**config.mk**
```make
export PLATFORM = sky130hd
export DESIGN_NAME = priority_resolver_n
export DESIGN_NICKNAME = d
export VERILOG_FILES = /design/src/rtl/pic_pkg.sv /design/src/rtl/prio_rot_encoder.sv /design/src/rtl/priority_resolver_n.sv
export SDC_FILE = /design/constraint.sdc
export NUM_CORES = 1
export LEC_CHECK = 0
export BUFFER_PORTS_ARGS = -buffer_cell sky130_fd_sc_hd__buf_2
export CAP_MARGIN = 20
export CORE_ASPECT_RATIO = 1.4
export CORE_UTILIZATION = 60
export CTS_CLUSTER_SIZE = 30
export DETAILED_ROUTE_END_ITERATION = 10
export PLACE_DENSITY = 0.89
export SYNTH_ARGS = -nofsm -noshare
export SYNTH_HDL_FRONTEND = slang
export SYNTH_SLANG_ARGS = --single-unit
```
**constraint.sdc**
```tcl
create_clock -name clk_i -period 8.8 [get_ports clk_i]
set_input_delay 1.76 -clock clk_i [delete_from_list [all_inputs] [get_ports clk_i]]
set_output_delay 1.76 -clock clk_i [all_outputs]
set_load 0.005 [all_outputs]
```
**src/rtl/pic_pkg.sv**
```systemverilog
// rtl/pic_pkg.sv - shared FSM state, constants and rotating-priority helpers
package pic_pkg;

  typedef enum logic [1:0] {
    IDLE = 2'd0,
    ACK1 = 2'd1,
    ACK2 = 2'd2
  } pic_state_e;

  localparam int MAX_IRQ          = 32;
  localparam int DEFAULT_SPURIOUS = 7;

  typedef struct packed {
    logic       found;
    logic [4:0] idx;
  } prio_hit_t;

  // Scan the ring starting just above ptr; the first set bit wins.
  function automatic prio_hit_t rot_prio_find(input logic [MAX_IRQ-1:0] vec,
                                              input logic [4:0]         ptr,
                                              input int                 n);
    prio_hit_t hit;
    int        pos;
    hit = '0;
    for (int i = 1; i <= MAX_IRQ; i++) begin
      pos = int'(ptr) + i;
      if (pos >= n) pos = pos - n;
      if (i <= n && !hit.found && vec[5'(pos)]) begin
        hit.found = 1'b1;
        hit.idx   = 5'(pos);
      end
    end
    return hit;
  endfunction

  // Distance from the top of the ring; 0 is the highest priority.
  function automatic logic [4:0] prio_rank(input logic [4:0] idx,
                                           input logic [4:0] ptr,
                                           input int         n);
    int r;
    r = int'(idx) - int'(ptr) - 1;
    if (r < 0) r = r + n;
    return 5'(r);
  endfunction

endpackage

```
**src/rtl/prio_rot_encoder.sv**
```systemverilog
// rtl/prio_rot_encoder.sv - combinational rotate-and-find-first priority encoder
module prio_rot_encoder
  import pic_pkg::*;
#(
  parameter int N_IRQ = 8,
  parameter int ID_W  = $clog2(N_IRQ)
) (
  input  logic [N_IRQ-1:0] vec_i,
  input  logic [ID_W-1:0]  ptr_i,
  output logic             found_o,
  output logic [ID_W-1:0]  idx_o
);

  prio_hit_t hit;

  always_comb begin
    hit     = rot_prio_find(MAX_IRQ'(vec_i), 5'(ptr_i), N_IRQ);
    found_o = hit.found;
    idx_o   = ID_W'(hit.idx);
  end

endmodule

```
**src/rtl/priority_resolver_n.sv**
```systemverilog
// rtl/priority_resolver_n.sv - N-input nested/rotating interrupt priority resolver with INTA sequencing
module priority_resolver_n
  import pic_pkg::*;
#(
  parameter int N_IRQ       = 8,
  parameter int ID_W        = $clog2(N_IRQ),
  parameter int SPURIOUS_ID = N_IRQ - 1
) (
  input  logic             clk_i,
  input  logic             rst_ni,
  input  logic [N_IRQ-1:0] irr_i,
  input  logic [N_IRQ-1:0] imr_i,
  input  logic             inta_n_i,
  input  logic             aeoi_en_i,
  input  logic             rotate_en_i,
  input  logic             eoi_i,
  input  logic             seoi_i,
  input  logic [ID_W-1:0]  seoi_id_i,
  output logic             int_req_o,
  output logic [N_IRQ-1:0] isr_o,
  output logic [N_IRQ-1:0] irr_clr_o,
  output logic [ID_W-1:0]  vec_id_o,
  output logic             vec_valid_o
);

  localparam logic [ID_W-1:0] SPUR_ID = ID_W'(SPURIOUS_ID);

  pic_state_e       state_q, state_d;
  logic [ID_W-1:0]  lowest_q, lowest_d;
  logic [ID_W-1:0]  grant_q, grant_d;
  logic [ID_W-1:0]  vec_id_q, vec_id_d;
  logic [N_IRQ-1:0] isr_q, isr_d;
  logic [N_IRQ-1:0] irr_clr_q, irr_clr_d;
  logic             int_req_q, int_req_d;
  logic             vec_valid_q, vec_valid_d;
  logic             spur_q, spur_d;
  logic             inta_q;

  logic [N_IRQ-1:0] isr_set, isr_clr;
  logic             cand_found, isr_found, cand_valid;
  logic [ID_W-1:0]  cand_idx, isr_idx;
  logic             inta_fall, inta_rise, seoi_ok;

  prio_rot_encoder #(.N_IRQ(N_IRQ), .ID_W(ID_W)) u_cand_enc (
    .vec_i   (irr_i & ~imr_i),
    .ptr_i   (lowest_q),
    .found_o (cand_found),
    .idx_o   (cand_idx)
  );

  prio_rot_encoder #(.N_IRQ(N_IRQ), .ID_W(ID_W)) u_isr_enc (
    .vec_i   (isr_q),
    .ptr_i   (lowest_q),
    .found_o (isr_found),
    .idx_o   (isr_idx)
  );

  // Fully-nested: a request only interrupts strictly lower-priority service.
  assign cand_valid = cand_found &&
                      (!isr_found ||
                       (prio_rank(5'(cand_idx), 5'(lowest_q), N_IRQ) <
                        prio_rank(5'(isr_idx), 5'(lowest_q), N_IRQ)));

  assign inta_fall = inta_q & ~inta_n_i;
  assign inta_rise = ~inta_q & inta_n_i;
  assign seoi_ok   = seoi_i && (int'(seoi_id_i) < N_IRQ);

  always_comb begin
    state_d     = state_q;
    lowest_d    = lowest_q;
    grant_d     = grant_q;
    spur_d      = spur_q;
    vec_id_d    = vec_id_q;
    vec_valid_d = vec_valid_q;
    irr_clr_d   = '0;
    isr_set     = '0;
    isr_clr     = '0;

    if (seoi_ok) begin
      isr_clr[seoi_id_i] = 1'b1;
      if (rotate_en_i) lowest_d = seoi_id_i;
    end else if (eoi_i && isr_found) begin
      isr_clr[isr_idx] = 1'b1;
      if (rotate_en_i) lowest_d = isr_idx;
    end

    unique case (state_q)
      IDLE: begin
        if (inta_fall) begin
          state_d = ACK1;
          if (cand_valid) begin
            grant_d            = cand_idx;
            spur_d             = 1'b0;
            isr_set[cand_idx]  = 1'b1;
            irr_clr_d[cand_idx] = 1'b1;
            vec_id_d           = cand_idx;
          end else begin
            spur_d   = 1'b1;
            vec_id_d = SPUR_ID;
          end
        end
      end
      ACK1: begin
        if (inta_fall) begin
          state_d     = ACK2;
          vec_valid_d = 1'b1;
        end
      end
      ACK2: begin
        if (inta_rise) begin
          state_d     = IDLE;
          vec_valid_d = 1'b0;
          // AEOI rotation is applied last so it overrides an EOI in the same cycle.
          if (aeoi_en_i && !spur_q) begin
            isr_clr[grant_q] = 1'b1;
            if (rotate_en_i) lowest_d = grant_q;
          end
        end
      end
      default: state_d = IDLE;
    endcase

    // Setting wins, so an EOI can never erase the bit being granted now.
    isr_d     = (isr_q & ~isr_clr) | isr_set;
    int_req_d = (state_d == IDLE) && cand_valid;
  end

  always_ff @(posedge clk_i or negedge rst_ni) begin
    if (!rst_ni) begin
      state_q     <= IDLE;
      lowest_q    <= ID_W'(N_IRQ - 1);
      grant_q     <= '0;
      spur_q      <= 1'b0;
      vec_id_q    <= '0;
      vec_valid_q <= 1'b0;
      isr_q       <= '0;
      irr_clr_q   <= '0;
      int_req_q   <= 1'b0;
      inta_q      <= 1'b1;
    end else begin
      state_q     <= state_d;
      lowest_q    <= lowest_d;
      grant_q     <= grant_d;
      spur_q      <= spur_d;
      vec_id_q    <= vec_id_d;
      vec_valid_q <= vec_valid_d;
      isr_q       <= isr_d;
      irr_clr_q   <= irr_clr_d;
      int_req_q   <= int_req_d;
      inta_q      <= inta_n_i;
    end
  end

  assign int_req_o   = int_req_q;
  assign isr_o       = isr_q;
  assign irr_clr_o   = irr_clr_q;
  assign vec_id_o    = vec_id_q;
  assign vec_valid_o = vec_valid_q;

endmodule
```
**Word level (Yosys, flattened, before mapping)**

Cells that the tools add are included.

- Output and inout port bits: 21
- Bits of input ports: 26
- Bits in registers: 31

- Reductions and logical operators: 45
- Equality and inequality tests: 4
- Multiplexer cells: 107
- Bitwise logic cells: 10
- $lt $le $gt $ge: 27
- $add $sub $neg: 22

Operator list:

| kind | number |
|---|---|
| $ge A32 B5 Y1 const B | 8 |
| $mux W6 | 16 |
| $bmux W1 S5 | 16 |
| $mux W8 | 8 |
| $lt A5 B7 Y1 const B | 8 |
| $mux W5 | 10 |
| $mux W1 | 39 |
| $sub A5 B5 Y5 const B | 7 |
| $mux W3 | 9 |
| $logic_and A1 B1 Y1 | 22 |
| $add A3 B3 Y4 const B | 4 |
| $and A8 B8 Y8 | 2 |
| $logic_not A1 Y1 | 16 |
| $lt A3 B4 Y1 const B | 4 |
| $not A8 Y8 | 2 |
| $or A8 B8 Y8 | 2 |
| $demux W1 S3 | 4 |
| $ge A3 B1 Y1 const B | 4 |
| $add A5 B5 Y5 const B | 2 |
| $lt A5 B1 Y1 const B | 2 |
| $sub A4 B2 Y5 const B | 2 |
| $add A3 B2 Y4 const B | 2 |
| $sub A3 B3 Y4 | 2 |
| $mux W2 | 3 |
| other kinds (16) | 21 |

**Logic depth before layout (Yosys ltp)**

- Word-level depth: 41
- Gate-level depth with buffers: 27
- Gate-level depth less buffers: 24

**By module**

Synthesis repeated with hierarchy kept, for this count alone.

- Cell total of the unflattened synthesis: 422
- Area total of the unflattened synthesis: 3928.8 um2

By module, submodules not included:

| module | instances | cells an instance | area an instance (um2) |
|---|---|---|---|
| priority_resolver_n | 1 | 213 | 1958.1 |
| prio_rot_encoder at u_cand_enc | 1 | 101 | 1036.0 |
| prio_rot_encoder at u_isr_enc | 1 | 108 | 934.6 |

**Least setup slack after synthesis**

OpenSTA, ideal clock, no wires.

- Kind: input -> register
- Start: in imr_i[0]
- End: reg isr_q[3], in the netlist isr_o[3]
- Required time: 8719 ps
- Path slack: 2454 ps
- Arrival: 6266 ps
- Library setup time: 81 ps
- Stages: 22
- Path through: nand2b_1 > o21ai_0 > mux4_2 > nor4b_1 > nand2_1 > or3b_1 > and2_1 > ha_1 > inv_1 > fa_1 > inv_1 > ha_1 > inv_1 > ha_1 > a21o_1 > a21o_1 > a21o_1 > a21oi_1 > o221a_4 > a21bo_4 > buf_6 > o22ai_2

- Word-level cells in the longest chain between the ends: 38
- Elaborated cells between the ends (all ways): 65

RTL lines:

| element | RTL line | RTL |
|---|---|---|
| start, declared | priority_resolver_n.sv:12 | `input logic [N_IRQ-1:0] imr_i,` |
| $not A8 Y8 * | priority_resolver_n.sv:45 | `.vec_i (irr_i & ~imr_i),` |
| $and A8 B8 Y8 * | priority_resolver_n.sv:45 |  |
| $bmux W1 S5 | pic_pkg.sv:28 | `if (i <= n && !hit.found && vec[5'(pos)]) begin` |
| $mux W1 (implied by the code) (2 in a row) | pic_pkg.sv:28 |  |
| $mux W6 | pic_pkg.sv:28 |  |
| $logic_not A1 Y1 | pic_pkg.sv:28 |  |
| $logic_and A1 B1 Y1 | pic_pkg.sv:28 |  |
| $mux W6 | pic_pkg.sv:28 |  |
| [... 22 more ...] | - |  |
| $lt A5 B5 Y1 | priority_resolver_n.sv:61 | `(prio_rank(5'(cand_idx), 5'(lowest_q), N_IRQ) <` |
| $logic_or A1 B1 Y1 | priority_resolver_n.sv:60 | `(!isr_found \|\|` |
| $logic_and A1 B1 Y1 | priority_resolver_n.sv:59 | `assign cand_valid = cand_found &&` |
| $mux W8 * | priority_resolver_n.sv:91 | `if (cand_valid) begin` |
| $mux W8 * | priority_resolver_n.sv:89 | `if (inta_fall) begin` |
| $mux W8 * | priority_resolver_n.sv:87 | `unique case (state_q)` |
| $or A8 B8 Y8 * | priority_resolver_n.sv:124 | `isr_d = (isr_q & ~isr_clr) \| isr_set;` |
| named net isr_d[3] | priority_resolver_n.sv:32 | `logic [N_IRQ-1:0] isr_q, isr_d;` |
| end signal, assigned | priority_resolver_n.sv:147 | `isr_q <= isr_d;` |
| end, declared | priority_resolver_n.sv:32 |  |

The timed path passes the listed nets; every way through them passes the cells marked *. The select of a mux whose other input is x is not followed.
A chain may end at the register's enable or synchronous reset.

**Final worst setup path**

- Start: reg lowest_q[0]
- End: reg isr_q[2], in the netlist isr_o[2]

- Word-level cells in the longest chain between the ends: 41
- Elaborated cells between the ends (all ways): 161

RTL lines:

| element | RTL line | RTL |
|---|---|---|
| start, declared | priority_resolver_n.sv:29 | `logic [ID_W-1:0] lowest_q, lowest_d;` |
| start signal, assigned | priority_resolver_n.sv:131 | `lowest_q <= ID_W'(N_IRQ - 1);` |
| start signal, assigned | priority_resolver_n.sv:142 | `lowest_q <= lowest_d;` |
| branches (longest 40 deep; another with $ge A32 B5 Y1) | - |  |
| $or A8 B8 Y8 * | priority_resolver_n.sv:124 |  |
| named net isr_d[2] | priority_resolver_n.sv:32 |  |

Mark *: on every way through the listed nets, which the timed path passes. The select of a mux whose other input is x is not followed.

==> results.txt <==
Synth Instances - 418
Worst Tran Pin Value - 997 ps
initial core utilization - 63.3%
htree depth - 2
run status - finished, violations left
critical-path maximum fanout - 31
failing checks - DRC
CTS root buf - clkbuf_8
initial antenna violation count - 0
share of flip-flops with an asynchronous set or reset - 100%
FF-to-FF setup slack - 1710 ps
Yosys reg bits - 31
clk sinks - 31
grt total ovfl - 0
R2R Path Start - lowest_q[0]$_DFF_PN1_
Avg Vias per Cell - 7.03
Slew headroom - 32.9%
Worst-path clk slew - 70 ps
top cell type by total area after synthesis - dfrtp_1
CTS Buf Count - 5
Worst Hold End - vec_id_o[0]$_DFFE_PN0P_
WP data required - 9000 ps
RSZ-0062 raised after global routing - false
Post-synth EDFFs - 0
Setup TNS - 0 ps
HP Class - flop to flop
Top delay family on crit path - adder cells
CP bufs+invs - 5
layout overhead on the synthesized area - 8.53%
CTS-repair resized insts - 0
cell repeated most along the worst path - ha_1
max-cap viol count - 0
skew final - 5.44 ps
cts hold-fix bufs - 0
Max Root-Sink Buffers - 2
crit path launch type - flop
Synth top cells by count - 35 x nor2_1, 33 x mux2i_1, 29 x nand2_1
port buffer count - 46
ANT nets after route - 0
Synth Area per Inst - 9.54 µm²
Final min period - 7090 ps
top cell type's share of synthesized area - 16.9%
Worst setup EP type - flop
top_reg_cell synth - dfrtp_1
count leader, synth - nor2_1
# nets final - 505
n_diodes - 0
critical path type - flop to flop
Synth cell types - 73
hold path startpoint - vec_id_o[0]$_DFFE_PN0P_
gp weighted congestion - 0.943
core area - 6300 µm²
final WL - 10.9 mm
final hold violation count - 0
yosys warns - 0
# setup viols final - 0
syn_nets - 466
CTS tree - built
drt drc - 10
Setup Fix Bufs, Post-CTS - 0
vias after detailed routing - 3724
CP peak stage delay - 860 ps
chip height - 98.5 µm
sequential area share after synthesis - 19.6%
WL/cell - 20.6 µm
DRT Pass-1 Iters - 8
reg2reg end - isr_o[2]$_DFF_PN0_
CP cell instances - buf_4 > inv_2 > ha_1 > inv_1 > mux2i_1 > or4b_4 > nor3_1 > o21ai_0 > and2_1 > ha_1 > inv_1 > fa_1 > xnor2_1 > nand3_1 > xnor2_1 > ha_1 > inv_1 > ha_1 > a21o_1 > a21oi_1 > o221a_4 > nand3_2 > o21ai_0
Global Route Usage Sum - 31.8%
share of layout cells above drive strength 1 - 25.1%
IO Pins - 47
final worst-path cycle share - 80.6%
synth top area cells - dfrtp_1 17%, mux4_2 14%, mux2i_1 8.3%
crit path DAT - 7290 ps
iteration-0 DRC count of the detailed router - 401
slowest CP cell - ha_1
FMAX - 0.141 GHz
hold path cells - 1
HPWL Detailed - 8.06 mm
Worst-Skew Late Latency - 280 ps
final slew viol count - 0
largest net degree at the start of global routing - 32
Mapped Area - 3990 µm²
first-pass GRT wire length - 17.7 mm
FP Rows - 34
vias in the first global route - 3653
die area - 6980 µm²
Die Wd - 70.9 µm
Fin Hold WS - 503 ps
path depth of the worst reg2reg path - 23
## registers in the layout, summed over array words and instances (netlist names), 2 cells and up
register   flops
isr_o          8
vec_id_o       3
grant_q        3
state_q        2
lowest_q       3
irr_clr_o      8
## cell families after synthesis
logic type                 after synthesis  share of synthesized area [%]
DFF                                     31                           19.6
buffers and inverters                   33                           3.89
muxes                                   71                           27.3
and+or+nand+nor                        142                           19.0
AOI/OAI and AO/OA                      109                           19.9
xor gates and xnor gates                10                           3.04
adders and majority gates               22                           7.28
## cell type report
type                       instances  area [µm²]
clock buffer                       8         100
multi-input combinational        354        3050
timing repair buffer              47         238
sequential                        31         781
inverter                          18        67.6
fill                             487        1970
tap                               72        90.1
## layout by cell type (no fill, tap or decap), types with 7 or more instances in the layout
cell,count
o21ai_0,20
buf_2,46
mux2i_1,33
a21o_1,11
nand2b_1,16
nand2_1,29
dfrtp_1,27
inv_1,16
a21oi_1,17
clkbuf_8,7
mux4_2,25
nor2_1,35
nor3b_1,7
mux2_2,9
nor2b_1,7
ha_1,20
nand3_1,11
## stage by stage
stage,instance area [µm²],instances,setup WS [ps],utilization [%]
after global routing,4330,530,1180,68.7
after detailed placement,4230,522,1810,67.2
after global placement,4230,522,1930,67.2
final,4330,530,1710,68.7
after CTS,4330,530,1770,68.7
after floorplan,3990,418,2450,-
## layer usage
layer | vias to the layer above | part of all wire (%) | GRT usage, %
li1 | 1685 | - | -
met1 | 1764 | 38 | 38.3
met2 | 228 | 51 | 55.4
met3 | 47 | 6.8 | 2.66
met4 | 0 | 4.3 | 18.2
met5 | - | 0 | 0
## how the worst max path moves through the flow
stage | from | slack [ps] | cells past startpoint | end
after floorplan | imr_i[0] | 2450 | 22 | isr_o[3]$_DFF_PN0_
after global placement | lowest_q[0]$_DFF_PN1_ | 1930 | 23 | isr_o[1]$_DFF_PN0_
after detailed placement | lowest_q[0]$_DFF_PN1_ | 1810 | 23 | isr_o[2]$_DFF_PN0_
after CTS | lowest_q[0]$_DFF_PN1_ | 1770 | 23 | isr_o[2]$_DFF_PN0_
after global routing | lowest_q[0]$_DFF_PN1_ | 1180 | 23 | isr_o[2]$_DFF_PN0_
final | lowest_q[0]$_DFF_PN1_ | 1710 | 23 | isr_o[2]$_DFF_PN0_
Power is not shown: default switching activity piles up to over one toggle a cycle in this logic, so the estimate is an artifact.
